===== src/rtl/fmt2_exec.sv =====
// fmt2_exec: MSP430 format-II RRC/RRA/SWPB/SXT sequencer.
// Fetches the operand, drives the shifter, writes back result and flags.
module fmt2_exec #(
  parameter int SIZE_BYTE = 8,
  parameter int SIZE_WORD = 16
) (
  input  logic                 CLK,
  input  logic                 RST,
  input  logic                 START,
  input  logic [SIZE_WORD-1:0] IR,
  input  logic [SIZE_WORD-1:0] EXT,
  output logic [3:0]           RF_ADDR,
  input  logic [SIZE_WORD-1:0] RF_RDATA,
  output logic                 RF_WE,
  output logic [SIZE_WORD-1:0] RF_WDATA,
  output logic                 MEM_REQ,
  output logic                 MEM_WE,
  output logic [SIZE_WORD-1:0] MEM_ADDR,
  output logic [1:0]           MEM_BE,
  output logic [SIZE_WORD-1:0] MEM_WDATA,
  input  logic [SIZE_WORD-1:0] MEM_RDATA,
  input  logic                 MEM_ACK,
  output logic [1:0]           FS,
  output logic                 BW,
  output logic [SIZE_WORD-1:0] DST,
  input  logic [SIZE_WORD-1:0] SHIFT_OUT,
  input  logic [3:0]           CVNZ_shift,
  output logic                 SR_WE,
  output logic [3:0]           SR_CVNZ,
  output logic                 BUSY,
  output logic                 DONE,
  output logic                 ILLEGAL
);

  localparam int W = SIZE_WORD;
  localparam int B = SIZE_BYTE;

  typedef enum logic [2:0] {
    S_IDLE,
    S_RDREG,
    S_ADDR,
    S_MEMRD,
    S_EXEC,
    S_WBREG,
    S_MEMWR,
    S_DONE
  } state_t;

  typedef struct packed {
    logic [2:0] opc;
    logic       bw;
    logic [1:0] as_m;
    logic [3:0] rn;
    logic       ill;
  } dec_t;

  state_t state, state_n;
  dec_t   dec_d, dec_q;

  logic [W-1:0] ext_q;
  logic [W-1:0] base_q;
  logic [W-1:0] ea_q;
  logic [W-1:0] opnd_q;
  logic [W-1:0] res_q;

  logic [W-1:0] ea_n;
  logic [W-1:0] inc;
  logic [B-1:0] rd_byte;
  logic [W-1:0] rd_opnd;
  logic [W-1:0] rf_opnd;
  logic [W-1:0] wb_data;
  logic [W-1:0] wr_data;
  logic [W-1:0] mem_addr;
  logic [1:0]   wr_be;
  logic         sr_upd;

  always_comb begin
    dec_d.opc  = IR[9:7];
    dec_d.bw   = IR[6];
    dec_d.as_m = IR[5:4];
    dec_d.rn   = IR[3:0];
    dec_d.ill  = (IR[15:10] != 6'b000100)
               | IR[9]
               | (IR[6] & IR[7])
               | (IR[3:0] == 4'd3)
               | ((IR[3:0] == 4'd2) & IR[5]);
  end

  // Indexed mode on R2 (the status register) means absolute addressing.
  always_comb begin
    ea_n = base_q;
    unique case (1'b1)
      (dec_q.as_m == 2'b01) && (dec_q.rn == 4'd2):
        ea_n = ext_q;
      (dec_q.as_m == 2'b01) && (dec_q.rn != 4'd2):
        ea_n = base_q + ext_q;
      default:
        ea_n = base_q;
    endcase
  end

  // SP and PC always step by 2, even for byte operations.
  assign inc = (dec_q.bw && (dec_q.rn >= 4'd2)) ? W'(1) : W'(2);

  assign rd_byte = ea_q[0] ? MEM_RDATA[W-1:B]
                           : MEM_RDATA[B-1:0];

  assign rd_opnd = dec_q.bw ? {{(W-B){1'b0}}, rd_byte}
                            : MEM_RDATA;

  assign rf_opnd = dec_q.bw ? {{(W-B){1'b0}}, RF_RDATA[B-1:0]}
                            : RF_RDATA;

  assign wb_data = dec_q.bw ? {{(W-B){1'b0}}, res_q[B-1:0]}
                            : res_q;

  assign wr_data = dec_q.bw ? {res_q[B-1:0], res_q[B-1:0]}
                            : res_q;

  assign wr_be = dec_q.bw ? (ea_q[0] ? 2'b10 : 2'b01)
                          : 2'b11;

  assign mem_addr = {ea_q[W-1:1], 1'b0};
  assign sr_upd   = (dec_q.opc != 3'b001);

  always_ff @(posedge CLK or posedge RST) begin
    if (RST) begin
      state  <= S_IDLE;
      dec_q  <= '0;
      ext_q  <= '0;
      base_q <= '0;
      ea_q   <= '0;
      opnd_q <= '0;
      res_q  <= '0;
    end else begin
      state <= state_n;
      unique case (state)
        S_IDLE: begin
          if (START) begin
            dec_q <= dec_d;
            ext_q <= EXT;
          end
        end
        S_RDREG: begin
          base_q <= RF_RDATA;
          if (dec_q.as_m == 2'b00) opnd_q <= rf_opnd;
        end
        S_ADDR:  ea_q <= ea_n;
        S_MEMRD: if (MEM_ACK) opnd_q <= rd_opnd;
        S_EXEC:  res_q <= SHIFT_OUT;
        default: ;
      endcase
    end
  end

  always_comb begin
    state_n   = state;
    RF_ADDR   = '0;
    RF_WE     = 1'b0;
    RF_WDATA  = '0;
    MEM_REQ   = 1'b0;
    MEM_WE    = 1'b0;
    MEM_ADDR  = '0;
    MEM_BE    = 2'b00;
    MEM_WDATA = '0;
    FS        = 2'b00;
    BW        = 1'b0;
    DST       = '0;
    SR_WE     = 1'b0;
    SR_CVNZ   = 4'b0000;
    DONE      = 1'b0;
    ILLEGAL   = 1'b0;
    unique case (state)
      S_IDLE: begin
        if (START) state_n = dec_d.ill ? S_DONE : S_RDREG;
      end
      S_RDREG: begin
        RF_ADDR = dec_q.rn;
        state_n = (dec_q.as_m == 2'b00) ? S_EXEC : S_ADDR;
      end
      S_ADDR: begin
        if (dec_q.as_m == 2'b11) begin
          RF_WE    = 1'b1;
          RF_ADDR  = dec_q.rn;
          RF_WDATA = base_q + inc;
        end
        state_n = S_MEMRD;
      end
      S_MEMRD: begin
        MEM_REQ  = 1'b1;
        MEM_ADDR = mem_addr;
        MEM_BE   = 2'b11;
        if (MEM_ACK) state_n = S_EXEC;
      end
      S_EXEC: begin
        FS      = {dec_q.opc[0], dec_q.opc[1]};
        BW      = dec_q.bw;
        DST     = opnd_q;
        SR_WE   = sr_upd;
        SR_CVNZ = sr_upd ? CVNZ_shift : 4'b0000;
        state_n = (dec_q.as_m == 2'b00) ? S_WBREG : S_MEMWR;
      end
      S_WBREG: begin
        RF_WE    = 1'b1;
        RF_ADDR  = dec_q.rn;
        RF_WDATA = wb_data;
        state_n  = S_DONE;
      end
      S_MEMWR: begin
        MEM_REQ   = 1'b1;
        MEM_WE    = 1'b1;
        MEM_ADDR  = mem_addr;
        MEM_BE    = wr_be;
        MEM_WDATA = wr_data;
        if (MEM_ACK) state_n = S_DONE;
      end
      S_DONE: begin
        DONE    = 1'b1;
        ILLEGAL = dec_q.ill;
        state_n = S_IDLE;
      end
      default: state_n = S_IDLE;
    endcase
  end

  assign BUSY = (state != S_IDLE);

endmodule


===== config.mk =====
export PLATFORM = sky130hd
export DESIGN_NAME = fmt2_exec
export DESIGN_NICKNAME = d
export VERILOG_FILES = /design/src/rtl/fmt2_exec.sv
export SDC_FILE = /design/constraint.sdc
export NUM_CORES = 1
export LEC_CHECK = 0
export CORE_ASPECT_RATIO = 1.2
export CORE_MARGIN = 2
export CORE_UTILIZATION = 29
export CTS_CLUSTER_SIZE = 28
export DETAILED_ROUTE_END_ITERATION = 10
export PLACE_DENSITY_LB_ADDON = 0.08
export SLEW_MARGIN = 40
export SYNTH_ARGS = -nofsm -noshare
export SYNTH_HDL_FRONTEND = slang
export SYNTH_SLANG_ARGS = --single-unit

===== constraint.sdc =====
create_clock -name CLK -period 4.8 [get_ports CLK]
set_input_delay 0.96 -clock CLK [delete_from_list [all_inputs] [get_ports CLK]]
set_output_delay 0.96 -clock CLK [all_outputs]
set_load 0.05 [all_outputs]

# Word-level counts from Yosys, hierarchy flattened
# Index checks and enable logic that the tools add are counted.
# Widths: inputs -> output; s select.
[op_classes]
bitwise_logic = 6
n_lt_le_gt_ge = 1
eq_ne = 19
mux = 38
reduce_logical = 12
n_addsub = 2
[op_table]
columns = ["operator", "count"]
rows = [
  ["$mux 16", 10],
  ["$pmux 16 s2", 3],
  ["$pmux 3 s8", 1],
  ["$add 16x16->16", 1],
  ["$add 16x2->16", 1],
  ["$mux 3", 5],
  ["$eq 3x3->1 const B", 4],
  ["$eq 4x2->1 const B", 3],
  ["$mux 4", 3],
  ["$mux 2", 5],
  ["$mux 8", 1],
  ["$ne 2x2->1 const B", 4],
  ["$pmux 4 s2", 1],
  ["$mux 1", 7],
  ["$eq 3x2->1 const B", 2],
  ["$ne 6x3->1 const B", 1],
  ["$reduce_and 3->1", 2],
  ["$ge 4x2->1 const B", 1],
  ["$ne 4x2->1 const B", 1],
  ["$or 1x1->1", 4],
  ["$pmux 2 s2", 1],
  ["$reduce_or 2->1", 2],
  ["$eq 3x1->1 const B", 1],
  ["$logic_and 1x1->1", 3],
  ["other kinds (10)", 11],
]
[word_totals]
ff_bits = 94
word_cells = 89
out_inout_bits = 84

# Longest topological paths before layout
[logic_depth]
word_depth = 8
depth_mapped = 11
mapped_depth_nobuf = 10

# Worst setup path before layout
# No wires, ideal clock.
[synth_timing]
kind = "register -> output"
start = "register dec_q[7] (netlist bit)"
end = "output RF_WDATA[10]"
required_ps = 3840
slack_ps = 415
stages_incl_launch_ff = 12
arrival_ps = 3425
cell_sequence = "dfrtp_1 -> buf_1 -> o31ai_1 -> inv_1 -> ha_1 -> inv_1 -> fa_1 -> or2_1 -> nor2_1 -> nand4_1 -> xor2_1 -> o21ai_0"
[synth_via]
elab_chain_len = 5
[synth_lines]
columns = ["item", "line", "rtl"]
rows = [
  ["from (decl)", "58", "dec_t dec_d, dec_q;"],
  ["from (signal assigned)", "129", "dec_q <= '0;"],
  ["from (signal assigned)", "140", "dec_q <= dec_d;"],
  ["$logic_and 1x1->1", "103", "assign inc = (dec_q.bw && (dec_q.rn >= 4'd2)) ? W'(1) : W'(2);"],
  ["$mux 2", "103", ""],
  ["$add 16x2->16", "185", "RF_WDATA = base_q + inc;"],
  ["$mux 16", "182", "if (dec_q.as_m == 2'b11) begin"],
  ["$pmux 16 s2 (*)", "173", "unique case (state)"],
  ["to (decl)", "15", "output logic [SIZE_WORD-1:0] RF_WDATA,"],
]
# Every way passes the cells marked *; elsewhere a longest branch is shown, timed or not.

# Final worst setup path
[layout_timing]
start = "register dec_q[4] (netlist bit)"
end = "output RF_WDATA[9]"
[layout_via]
elab_chain_len = 6
[layout_lines]
columns = ["item", "line"]
rows = [
  ["$ge 4x2->1", "103"],
  ["$logic_and 1x1->1", "103"],
  ["$mux 2", "103"],
  ["$add 16x2->16", "185"],
  ["$mux 16", "182"],
  ["$pmux 16 s2", "173"],
]
# No other way between the ends.

==> results.py <==
metrics = {
    "run_status": {
        "status": "finished clean",
    },
    "floorplan": {
        "dieArea_sq_um": 22300,
        "coreArea_sq_um": 20800,
        "die_w_microns": 137,
        "ioPinCount": 172,
        "die-height_microns": 163,
        "rows": 58,
        "start_util_pct": 29.3,
    },
    "clocking": {
        "cts_tree": "built",
        "clk_latency_ns": 0.36,
        "cts_root_buffer": "clkbuf_16",
        "htree_num_levels": 3,
        "numCtsBuffers": 9,
        "clockBufferDepth": 2,
        "path_clk_slew_ns": 0.07,
        "postCtsSetupBuffers": 0,
        "cts-resized-gates": 0,
        "ctsHoldBuffers": 0,
        "cts_num_sinks": 94,
    },
    "timing": {
        "grt_setup_unrepaired": "no",
        "tightest_slew_ns": 0.789,
        "setup_tns_ns": 0,
        "fin_ws_ns": 0.471,
        "slew_violations": 0,
        "holdWs_ns": 0.481,
        "maxSlewHeadroom_pct": 47.1,
        "period_minus_slack_ns": 4.33,
        "final-setup-viol-count": 0,
        "hold_viol": 0,
        "fmax_mhz": 231,
        "clock_skew_ns": 0.00982,
        "post-route-period-util_pct": 90.2,
    },
    "place": {
        "post_dp_cell_area_sq_um": 8040,
        "pre_cts_ws_ns": 0.834,
        "gp_congestion": 0.879,
        "io_buffers": 170,
        "hpwlAfterDp_microns": 15700,
    },
    "drt": {
        "postRouteAntennaNets": 0,
        "via_per_inst": 4.95,
        "drc": 0,
        "drt-initial-drc-count": 296,
        "vias": 5205,
        "post_drt_wl_per_cell_microns": 19.6,
        "routed_wl_microns": 20600,
        "drt_first_pass_iters": 4,
    },
    "layout": {
        "fin_util_pct": 40.2,
        "syn_to_final_growth_pct": 37.1,
        "mostFrequentLayoutCells": "clkdlybuf4s50_1 (160), dfrtp_1 (94), nand2_1 (71)",
        "num-fill-cells": 2054,
        "layout.area.seq_sq_um": 2350,
        "final_area_sq_um": 8380,
        "num_antenna_cells": 0,
        "layout-drive-gt1-share_pct": 17.4,
        "nNetsFinal": 885,
        "multi_input_area_sq_um": 3500,
        "final_common_cell": "clkdlybuf4s50_1",
    },
    "synthesis": {
        "synth-async-reset-ratio_pct": 100,
        "synthCells": 626,
        "syn_avg_cell_area_sq_um": 9.76,
        "ys_ff_latch": 94,
        "yosys_most_used_dff": "dfrtp_1",
        "synth_area_sq_um": 6110,
        "synth_cell_types": 74,
        "yosysSeqAreaShare_pct": 38.5,
        "synth_edf_count": 0,
        "syn_nets": 733,
        "yosysWarnings": 0,
    },
    "setup_path": {
        "start_kind": "flip-flop",
        "crit_path_end_kind": "output port",
        "crit_fanout": 5,
        "critPathKind": "reg -> out",
        "required_ns": 3.84,
        "cp.arrival_ns": 3.37,
    },
    "run": {
        "drv_cap": 0,
    },
    "global_route": {
        "grt_first_pass_wirelength_microns": 31500,
        "gr-total-overflow": 0,
        "grt_pass1_vias": 5509,
        "grt.total_usage_pct": 18.9,
        "grt_max_degree": 52,
        "antenna_found_initial": 0,
    },
    "pwr": {
        "power_density_nw_per_um2": 759,
        "p_leak_nw": 3.45,
        "peakVddDrop_uv": 305,
    },
    "min_path": {
        "hold_path.class": "reg -> reg",
    },
}
-- power by group --
| part | internal [mW] | switching, mW |
|---|---|---|
| Clock | 0.483 | 0.322 |
| Sequential | 1.19 | 0.497 |
| Combinational | 1.56 | 2.31 |
-- routing by layer --
metal / wire length (microns) / track usage, % / vias to the layer above
li1: - / - / 2525
met1: 8450 / 22.7 / 2535
met2: 10900 / 34.4 / 120
met3: 861 / 2.33 / 25
met4: 404 / 6.34 / 0
met5: 0 / 0 / -
-- worst max-delay path, cell delays in order, from the launching register on --
cell	delay, ns
dfrtp_1	0.43
o31ai_1	0.57
inv_1	0.17
ha_1	0.26
a21oi_1	0.25
nor3_1	0.12
nand3_1	0.11
xor2_1	0.07
o21ai_0	0.18
clkdlybuf4s50_1	0.85
-- state kept, by name, summed over array words and instances (netlist names) --
signal	flops
state	3
res_q	16
ext_q	16
ea_q	16
dec_q	11
base_q	16
opnd_q	16
-- cell usage after synthesis, types with 2 or more instances --
cell type	number	share of area, %
a211oi_1	3	0.37
nand4_1	8	0.82
dfrtp_1	94	38
or3_1	2	0.20
nor4_1	2	0.20
nor2_1	41	2.5
o31ai_1	2	0.25
a221oi_1	4	0.57
xor2_1	16	2.3
fa_1	2	0.66
buf_6	6	1.1
mux2_1	3	0.55
o21a_1	3	0.37
ha_1	17	3.5
o21ai_1	9	0.74
mux2_2	63	12
o21ai_0	28	2.3
a21o_1	6	0.74
buf_4	4	0.49
and2_1	27	2.8
a221oi_2	4	0.98
a211oi_2	3	0.61
a21oi_1	35	2.9
clkbuf_1	14	0.86
inv_1	9	0.55
nor3_1	5	0.41
buf_2	13	1.1
and3_1	31	3.2
o31ai_2	10	2.0
o211ai_1	2	0.25
xnor2_1	12	1.7
nand2_1	71	4.4
nor2b_1	5	0.51
nand2b_1	2	0.20
a31oi_1	2	0.20
nand3_1	14	1.1
mux2i_1	17	2.8
-- worst paths after layout --
path | start | endpoint | slack (ns) | cells after the start
max in group asynchronous | RST | opnd_q[9]$_DFFE_PP0P_ | 3.06 | 3
max reg2reg | state[0]$_DFFE_PP0P_ | opnd_q[7]$_DFFE_PP0P_ | 2.40 | 7
min reg2reg | opnd_q[15]$_DFFE_PP0P_ | opnd_q[15]$_DFFE_PP0P_ | 0.48 | 2
max | dec_q[4]$_DFFE_PP0P_ | RF_WDATA[9] | 0.47 | 9
min in group asynchronous | RST | opnd_q[1]$_DFFE_PP0P_ | 0.98 | 2
min | opnd_q[15]$_DFFE_PP0P_ | opnd_q[15]$_DFFE_PP0P_ | 0.48 | 2
-- cells by family after synthesis --
group           Yosys count  share of synthesized area [%]
compound gates          131                           15.4
xor+xnor                 28                           4.01
fa+ha+maj                19                           4.14
buf+inv                  50                           4.40
flops                    94                           38.5
mux                      83                           14.9
other cells               1                         0.0614
simple gates            220                           18.6
-- through the flow --
step	power, mW	cells
after floorplan	4.43	626
after global placement	5.54	1035
after detailed placement	5.60	1036
after CTS	6.43	1051
after global routing	6.82	1052
final	6.36	1052
-- final cells by class --
cell class / instances / share of cell area, %
flip-flops and latches: 94 / 28.1
multi-input cells: 482 / 41.7
clock buffers: 12 / 3.06
repair buffers: 181 / 21.8
clock inverters: 3 / 0.806
inverters: 10 / 0.508
well taps: 270 / 4.03
(Power assumes the default switching activity.)
